File: src/rtl/seq_divider.sv
`default_nettype none
// +----------------------------------------------------------------------------+
// | seq_divider : 4-bit unsigned restoring divider, one quotient bit per cycle |
// | Revision    : 1.0                                                          |
// +----------------------------------------------------------------------------+
module seq_divider (
  input  logic       clk,
  input  logic       rst_n,
  input  logic       start,
  input  logic [3:0] dividend,
  input  logic [3:0] divisor,
  output logic [3:0] quotient,
  output logic [3:0] remainder,
  output logic       busy,
  output logic       done,
  output logic       div_by_zero
);

  typedef enum logic [1:0] {
    S_IDLE = 2'd0,
    S_CALC = 2'd1,
    S_DONE = 2'd2
  } state_t;

  state_t     r_state;
  state_t     w_next;
  logic [2:0] r_cnt;
  // Partial remainder always stays below the divisor, so its fifth bit is
  // structurally zero and is not stored.
  logic [3:0] r_rem;
  logic [3:0] r_q;
  logic [3:0] r_dvs;
  logic [3:0] r_quotient;
  logic [3:0] r_remainder;
  logic       r_dbz;

  logic [4:0] w_s;
  logic [4:0] w_d;
  logic       w_fits;
  logic [3:0] w_rem_n;
  logic [3:0] w_q_n;
  logic       w_last;

  assign w_s     = {r_rem, r_q[3]};
  assign w_d     = w_s + ~{1'b0, r_dvs} + 5'd1;
  assign w_fits  = ~w_d[4];
  assign w_rem_n = w_fits ? w_d[3:0] : w_s[3:0];
  assign w_q_n   = {r_q[2:0], w_fits};
  assign w_last  = (r_cnt == 3'd3);

  always_ff @(posedge clk or negedge rst_n) begin
    if (!rst_n) begin
      r_state <= S_IDLE;
    end else begin
      r_state <= w_next;
    end
  end

  always_comb begin
    w_next = r_state;
    case (r_state)
      S_IDLE: begin
        if (start) begin
          w_next = (divisor != 4'd0) ? S_CALC : S_DONE;
        end
      end
      S_CALC: begin
        if (w_last) begin
          w_next = S_DONE;
        end
      end
      S_DONE:  w_next = S_IDLE;
      default: w_next = S_IDLE;
    endcase
  end

  always_ff @(posedge clk or negedge rst_n) begin
    if (!rst_n) begin
      r_cnt       <= 3'd0;
      r_rem       <= 4'd0;
      r_q         <= 4'd0;
      r_dvs       <= 4'd0;
      r_quotient  <= 4'd0;
      r_remainder <= 4'd0;
      r_dbz       <= 1'b0;
    end else begin
      case (r_state)
        S_IDLE: begin
          if (start) begin
            if (divisor != 4'd0) begin
              r_dvs <= divisor;
              r_cnt <= 3'd0;
              r_rem <= 4'd0;
              r_q   <= dividend;
            end else begin
              r_quotient  <= 4'hF;
              r_remainder <= dividend;
              r_dbz       <= 1'b1;
            end
          end
        end
        S_CALC: begin
          r_rem <= w_rem_n;
          r_q   <= w_q_n;
          r_cnt <= r_cnt + 3'd1;
          if (w_last) begin
            r_quotient  <= w_q_n;
            r_remainder <= w_rem_n;
            r_dbz       <= 1'b0;
          end
        end
        default: begin
        end
      endcase
    end
  end

  assign quotient    = r_quotient;
  assign remainder   = r_remainder;
  assign div_by_zero = r_dbz;
  assign busy        = (r_state != S_IDLE);
  assign done        = (r_state == S_DONE);

endmodule
`default_nettype wire

File: config.mk
export PLATFORM = sky130hd
export DESIGN_NAME = seq_divider
export DESIGN_NICKNAME = d
export VERILOG_FILES = /design/src/rtl/seq_divider.sv
export SDC_FILE = /design/constraint.sdc
export NUM_CORES = 1
export LEC_CHECK = 0
export CORE_ASPECT_RATIO = 0.8
export CORE_MARGIN = 1.5
export CORE_UTILIZATION = 51
export CTS_CLUSTER_SIZE = 12
export DETAILED_ROUTE_END_ITERATION = 10
export GPL_ROUTABILITY_DRIVEN = 0
export GPL_TIMING_DRIVEN = 0
export PLACE_DENSITY = 0.77
export SYNTH_ARGS = -nofsm -noshare
export SYNTH_HDL_FRONTEND = slang
export SYNTH_SLANG_ARGS = --single-unit
export TNS_END_PERCENT = 30
File: constraint.sdc
create_clock -name clk -period 2.75 [get_ports clk]
set_input_delay 0.275 -clock clk [delete_from_list [all_inputs] [get_ports clk]]
set_output_delay 0.275 -clock clk [all_outputs]
set_load 0.05 [all_outputs]
==> results of run 1 <==
-- per-stage QoR --
| stage | util [%] | setup WS [ns] |
|---|---|---|
| global route | 65.65 | 0.3056 |
| global placement | 64.75 | 0.5416 |
| CTS | 65.65 | 0.4826 |
| floorplan | - | 0.6918 |
| detailed placement | 64.75 | 0.5064 |
| finish | 65.65 | 0.4552 |
-- metal layers --
layer,up-vias,share of wire (%),wire length (um),track usage (%)
li1,530,-,-,-
met1,536,50,1428,33.79
met2,31,46,1323,33.69
met3,2,4.1,117,4.775
met4,0,0.52,15,2.899
met5,-,0,0,0
-- path summary, 6_finish.rpt --
kind | depth (start not counted) | end | slack (ns)
hold / removal | 1 | quotient[2] | 0.50
max in group asynchronous | 1 | remainder[2] | 1.51
min in group asynchronous | 1 | r_cnt[2] | 0.56
setup / recovery | 8 | remainder[3] | 0.46
hold reg to reg | 1 | quotient[2] | 0.50
setup reg to reg | 8 | remainder[3] | 0.46
-- flip-flops by register name, indices dropped and copies added (netlist names) --
| register | cells |
|---|---|
| quotient | 4 |
| r_dvs | 4 |
| r_q | 4 |
| r_rem | 4 |
| remainder | 4 |
| r_cnt | 3 |
| r_state | 2 |
| div_by_zero | 1 |
-- cells by family (layout without fill, tap and decap cells) --
| family | count (synthesis) | count (layout) |
|---|---|---|
| muxes | 3 | 3 |
| xor gates and xnor gates | 3 | 3 |
| buffers and inverters | 14 | 38 |
| DFF | 26 | 26 |
| and+or+nand+nor | 43 | 43 |
| AOI/OAI and AO/OA | 38 | 38 |
| adders and majority gates | 7 | 7 |
-- placed cells by master, fill, tap and decap left out, types with 2 or more instances in the layout --
master / instances
a211o_1: 2
a211oi_1: 2
a21oi_1: 6
a22oi_1: 3
buf_2: 6
clkbuf_4: 3
clkdlybuf4s50_1: 21
dfrtp_1: 26
ha_1: 6
inv_1: 7
mux2i_1: 2
nand2_1: 17
nand2b_1: 3
nand3_1: 4
nor2_1: 9
nor2b_1: 4
o211a_1: 2
o21ai_0: 5
o21ai_1: 3
o22a_1: 4
or3_1: 2
xnor2_1: 2
-- worst reg2reg max path, delay by kind of cell, from the launching register on --
family / cells / cell delay [ns]
flip-flops: 1 / 0.40
XOR/XNOR: 1 / 0.38
buffers and inverters: 1 / 0.07
AO/OA/AOI/OAI: 2 / 0.32
AND/OR/NAND/NOR: 2 / 0.39
adder cells (fa/ha/maj): 2 / 0.62
-- area by class of cell --
cell class                 count  area [sq um]  share of cell area [%]
tap                           36         45.04                   2.742
buffer                         7         33.78                   2.056
inverter                       7         26.28                   1.599
timing repair buffer          21         210.2                   12.80
sequential                    26         650.6                   39.60
clock buffer                   3         22.52                   1.371
multi-input combinational     94         654.4                   39.83
==> impl_metrics.py, run 1 <==
metrics = {
    "route": {
        "drtPass1Iterations": 4,
        "final_antenna_net_count": 0,
        "detail_route.iter0.violations": 55,
        "via_per_inst": 5.665,
        "vias": 1099,
        "drc": 0,
        "finalWirelength_um": 2884,
        "wl_per_cell_um": 14.87,
    },
    "synthesis": {
        "synth-adder-area-share_pct": 6.966,
        "synth_fp_nets": 152,
        "synth_area_leader_cell": "dfrtp_1",
        "synth_flop_cell": "dfrtp_1",
        "ys_types": 39,
        "syn_inst": 134,
        "yosysMostFrequentCell": "dfrtp_1",
        "synth.area.top_cells": "dfrtp_1 (48%), ha_1 (5.5%), nand2_1 (4.7%), o22a_1 (2.6%), nor2_1 (2.5%)",
        "synth_top_family_by_area": "compound AO/OA/AOI/OAI gates",
        "synthSimpleGateAreaFrac_pct": 15.03,
        "synth_area_per_cell_sq_um": 10.19,
        "async_reset_ff_share_pct": 100.0,
        "yosysWarnings": 0,
        "synth_top_area_share_pct": 47.66,
        "yosysSeqAreaShare_pct": 47.66,
        "netlist_area_sq_um": 1365,
        "yosys-top-cells-count": "dfrtp_1 (26), nand2_1 (17), nor2_1 (9)",
        "synth_edf_count": 0,
        "ys_ff_latch": 26,
        "synthXorXnorAreaFrac_pct": 1.925,
        "synth_compound_area_share_pct": 21.72,
        "synth_mux_area_share_pct": 2.291,
    },
    "sta": {
        "finalMaxSlewViolations": 0,
        "max_freq_mhz": 435.8,
        "setup_violations": 0,
        "final_hold_viol_count": 0,
        "finClkSkew_ns": 0.004711,
        "rsz0062_at_grt": "no",
        "post-route-period-util_pct": 83.45,
        "holdWs_ns": 0.5037,
        "fin_crit_ns": 2.295,
        "maxSlewHeadroom_pct": 23.35,
        "finalSetupTns_ns": 0,
        "tightest_slew_ns": 1.146,
    },
    "floorplan": {
        "io_pins": 22,
        "die-area_sq_um": 2998,
        "row_count": 16,
        "die_x_um": 60.84,
        "core_area_sq_um": 2502,
        "die_height_um": 49.28,
        "start_util_pct": 54.55,
    },
    "cts": {
        "clk_path_buf_depth": 2,
        "ctsHtreeMaxLevel": 1,
        "ctsResizeCount": 0,
        "holdBufCountCts": 0,
        "cts_root_buffer": "clkbuf_4",
        "cts_buffers": 3,
        "worstSkewPairLatency_ns": 0.31,
        "clkSlewWorstSetupHoldPaths_ns": 0.13,
        "clock-sinks": 26,
        "post_cts_buffers": 0,
        "cts_tree": "done",
    },
    "worst_setup_path": {
        "startpoint": "r_q[3]",
        "path_cells": "inv_1, ha_1, fa_1, nand2b_1, o2bb2ai_2, xnor2_1, nand2b_1, a41oi_2",
        "critical_path_class": "reg2reg",
        "slowest_delay_ns": 0.40,
        "critical_path.top_delay_family": "adder cells",
        "cp_num_buf_inv": 1,
        "crit_path_end_kind": "register",
        "worst_path_max_delay_cell": "dfrtp_1",
        "crit_fanout": 8,
        "start_kind": "register",
        "crit_top_cell": "nand2b_1",
        "r2r_start": "r_q[3]",
        "critPathArrivalTime_ns": 2.49,
        "cp.required_ns": 2.95,
    },
    "global_route": {
        "antenna_found_initial": 0,
        "grtUsageTotal_pct": 22.32,
        "grt.overflow.total": 0,
        "grt_first_pass_wirelength_um": 5071,
        "grt_pass1_vias": 1084,
        "grt_max_degree": 27,
    },
    "layout": {
        "fin_nets": 178,
        "nFillCells": 229,
        "areaGrowthSynthToFinish_pct": 20.35,
        "fin_area_sq_um": 1643,
        "drive_above_1_share_pct": 7.595,
        "diodes": 0,
        "final_cells": 194,
    },
    "placed_design": {
        "port_buffers": 21,
        "place_hpwl_um": 2144,
        "postPlaceCellArea_sq_um": 1620,
        "place_inst": 191,
    },
    "run_status": {
        "status": "finished, final reports clean",
    },
    "job": {
        "drv_cap": 0,
    },
    "min_path": {
        "hp-class": "reg2reg",
        "min_from": "quotient[2]",
    },
}
Power of run 1 is not shown: default switching activity piles up to over one toggle a cycle in this logic, so the estimate is an artifact.
==> run 2, diff against run 1 <==
CORE_UTILIZATION = 47   (was 51)
PLACE_DENSITY = 0.74   (was 0.77)
clock period = 2 ns   (was 2.75 ns; I/O delays follow)
==> run 2 against run 1 <==
Against the previous run:
- highest routed layer unchanged
- register-to-register slack worse by 0.56 ns
- sequential share of layout area is 3.3 points lower
- setup slack worse by 0.56 ns
- global-route usage is 0.83 points higher
- first-iteration DRC count is 47% higher
- sequential cell count stayed put
- clock skew is 0.0051 ns higher
- the run now ends with negative setup slack left
- critical path depth stayed put
- clock-buffer cell count stayed put
- wire length is 15% higher
==> impl_metrics.py, run 2 (synthesis gave the netlist of run 1 again) <==
metrics = {
    "run_status": {
        "status": "complete, but fails checks",
        "violations": "negative setup slack",
    },
    "route": {
        "drtPass1Iterations": 4,
        "via_per_inst": 5.640,
        "wl_per_cell_um": 16.63,
        "vias": 1128,
        "drc": 0,
        "detail_route.iter0.violations": 81,
        "finalWirelength_um": 3326,
        "final_antenna_net_count": 0,
    },
    "min_path": {
        "hp-class": "in2reg",
        "hold_end": "r_q[3]",
        "min_from": "dividend[3]",
        "hold_path_depth": 3,
    },
    "floorplan": {
        "die_x_um": 63.26,
        "die-area_sq_um": 3239,
        "start_util_pct": 49.37,
        "die_height_um": 51.20,
        "core_area_sq_um": 2765,
        "row_count": 17,
        "io_pins": 22,
    },
    "layout": {
        "final_cells": 200,
        "final_cell_mix": "dfrtp_1 (26), clkdlybuf4s50_1 (21), nand2_1 (17), nor2_1 (9)",
        "nFillCells": 249,
        "fin_nets": 182,
        "drive_above_1_share_pct": 17.28,
        "layout_commonest_cell": "dfrtp_1",
        "diodes": 0,
        "areaGrowthSynthToFinish_pct": 31.16,
    },
    "worst_setup_path": {
        "r2r_slack_ns": -0.10,
        "critPathArrivalTime_ns": 2.34,
        "worst_path_max_delay_cell": "dfrtp_1",
        "path_cells": "inv_2, ha_4, fa_2, nand2b_4, o2bb2ai_4, and4_4, a2111oi_4, a21oi_1",
        "crit_fanout": 6,
        "slowest_delay_ns": 0.41,
        "r2r-end": "remainder[2]",
        "crit_path_end_kind": "register",
        "r2r_start": "r_q[3]",
        "cp.required_ns": 2.24,
        "critical_path_class": "reg2reg",
        "worstRegToRegCells": 8,
        "start_kind": "register",
    },
    "cts": {
        "holdBufCountCts": 0,
        "clk_path_buf_depth": 2,
        "worstSkewPairLatency_ns": 0.34,
        "ctsHtreeMaxLevel": 1,
        "clkSlewWorstSetupHoldPaths_ns": 0.14,
        "clock-sinks": 26,
        "cts_tree": "done",
        "cts_root_buffer": "clkbuf_4",
        "cts_buffers": 3,
    },
    "global_route": {
        "grt_pass1_vias": 1162,
        "grt_max_degree": 27,
        "antenna_found_initial": 0,
        "grtUsageTotal_pct": 23.15,
        "grt.overflow.total": 0,
        "grt_first_pass_wirelength_um": 5644,
    },
    "sta": {
        "setup_violations": 8,
        "tightest_slew_ns": 1.177,
        "rsz0062_at_grt": "yes",
        "finalSetupTns_ns": -0.4277,
        "post-route-period-util_pct": 105.1,
        "final_hold_viol_count": 0,
        "finalMaxSlewViolations": 0,
        "maxSlewHeadroom_pct": 21.30,
        "max_freq_mhz": 475.7,
        "finClkSkew_ns": 0.009800,
        "worst_slack_ns": -0.1023,
        "fin_crit_ns": 2.102,
    },
    "placed_design": {
        "place_inst": 193,
        "dpl_worst_slack_ns": -0.1605,
        "place_hpwl_um": 2222,
        "port_buffers": 21,
    },
    "job": {
        "drv_cap": 0,
    },
}
-- run 2: changes by cell type in the layout (fill, tap and decap cells not counted), sizes merged --
cell,previous run,this run
buf,6,10
-- run 2: cell type report --
type                       instances  area [sq um]  area share (%)
buffer                             7         33.78           1.887
clock buffer                       3         22.52           1.258
inverter                           7         26.28           1.468
multi-input combinational         94         769.5           42.98
sequential                        26         650.6           36.34
tap                               38         47.55           2.655
timing repair buffer              25         240.2           13.42
-- run 2: critical path, delay by kind of cell, from the launching register on --
kind	cells	cell delay, ns
buffers and inverters	1	0.07
adders and majority gates	2	0.53
DFF	1	0.41
AOI/OAI and AO/OA	3	0.60
and+or+nand+nor	2	0.38
-- run 2: worst max path at each step --
stage | startpoint | depth (start not counted) | endpoint
2_1_floorplan | r_q[3] | 8 | remainder[2]
3_3_place_gp | r_q[3] | 8 | remainder[3]
3_5_place_dp | r_q[3] | 8 | remainder[3]
4_1_cts | r_dvs[0] | 6 | r_rem[2]
5_1_grt | r_q[3] | 8 | remainder[2]
6_report | r_q[3] | 8 | remainder[2]
-- run 2: repair_timing --
item | 4_1_cts | 5_1_grt
buffers inserted | 4 | 0
resized for setup | 10 | 5
gates cloned | 0 | 0
endpoints found under the setup margin | 6 | 9
pin swaps | 4 | 1
-- run 2: metrics by stage --
stage	area [sq um]	hold slack [ns]	util [%]
2_1_floorplan	1393	-0.09559	-
3_3_place_gp	1650	0.4639	59.68
3_5_place_dp	1650	0.4854	59.68
4_1_cts	1765	0.4223	63.85
5_1_grt	1790	0.4756	64.75
6_report	1790	0.4351	64.75
-- run 2: layer usage --
metal | up-vias | track usage, % | part of all wire, %
met3 | 8 | 5.507 | 2.9
met4 | 0 | 9.058 | 2.8
met5 | - | 0 | 0
met1 | 563 | 30.77 | 47
met2 | 23 | 37.06 | 47
li1 | 534 | - | -
Power of run 2 is left out for the same reason.
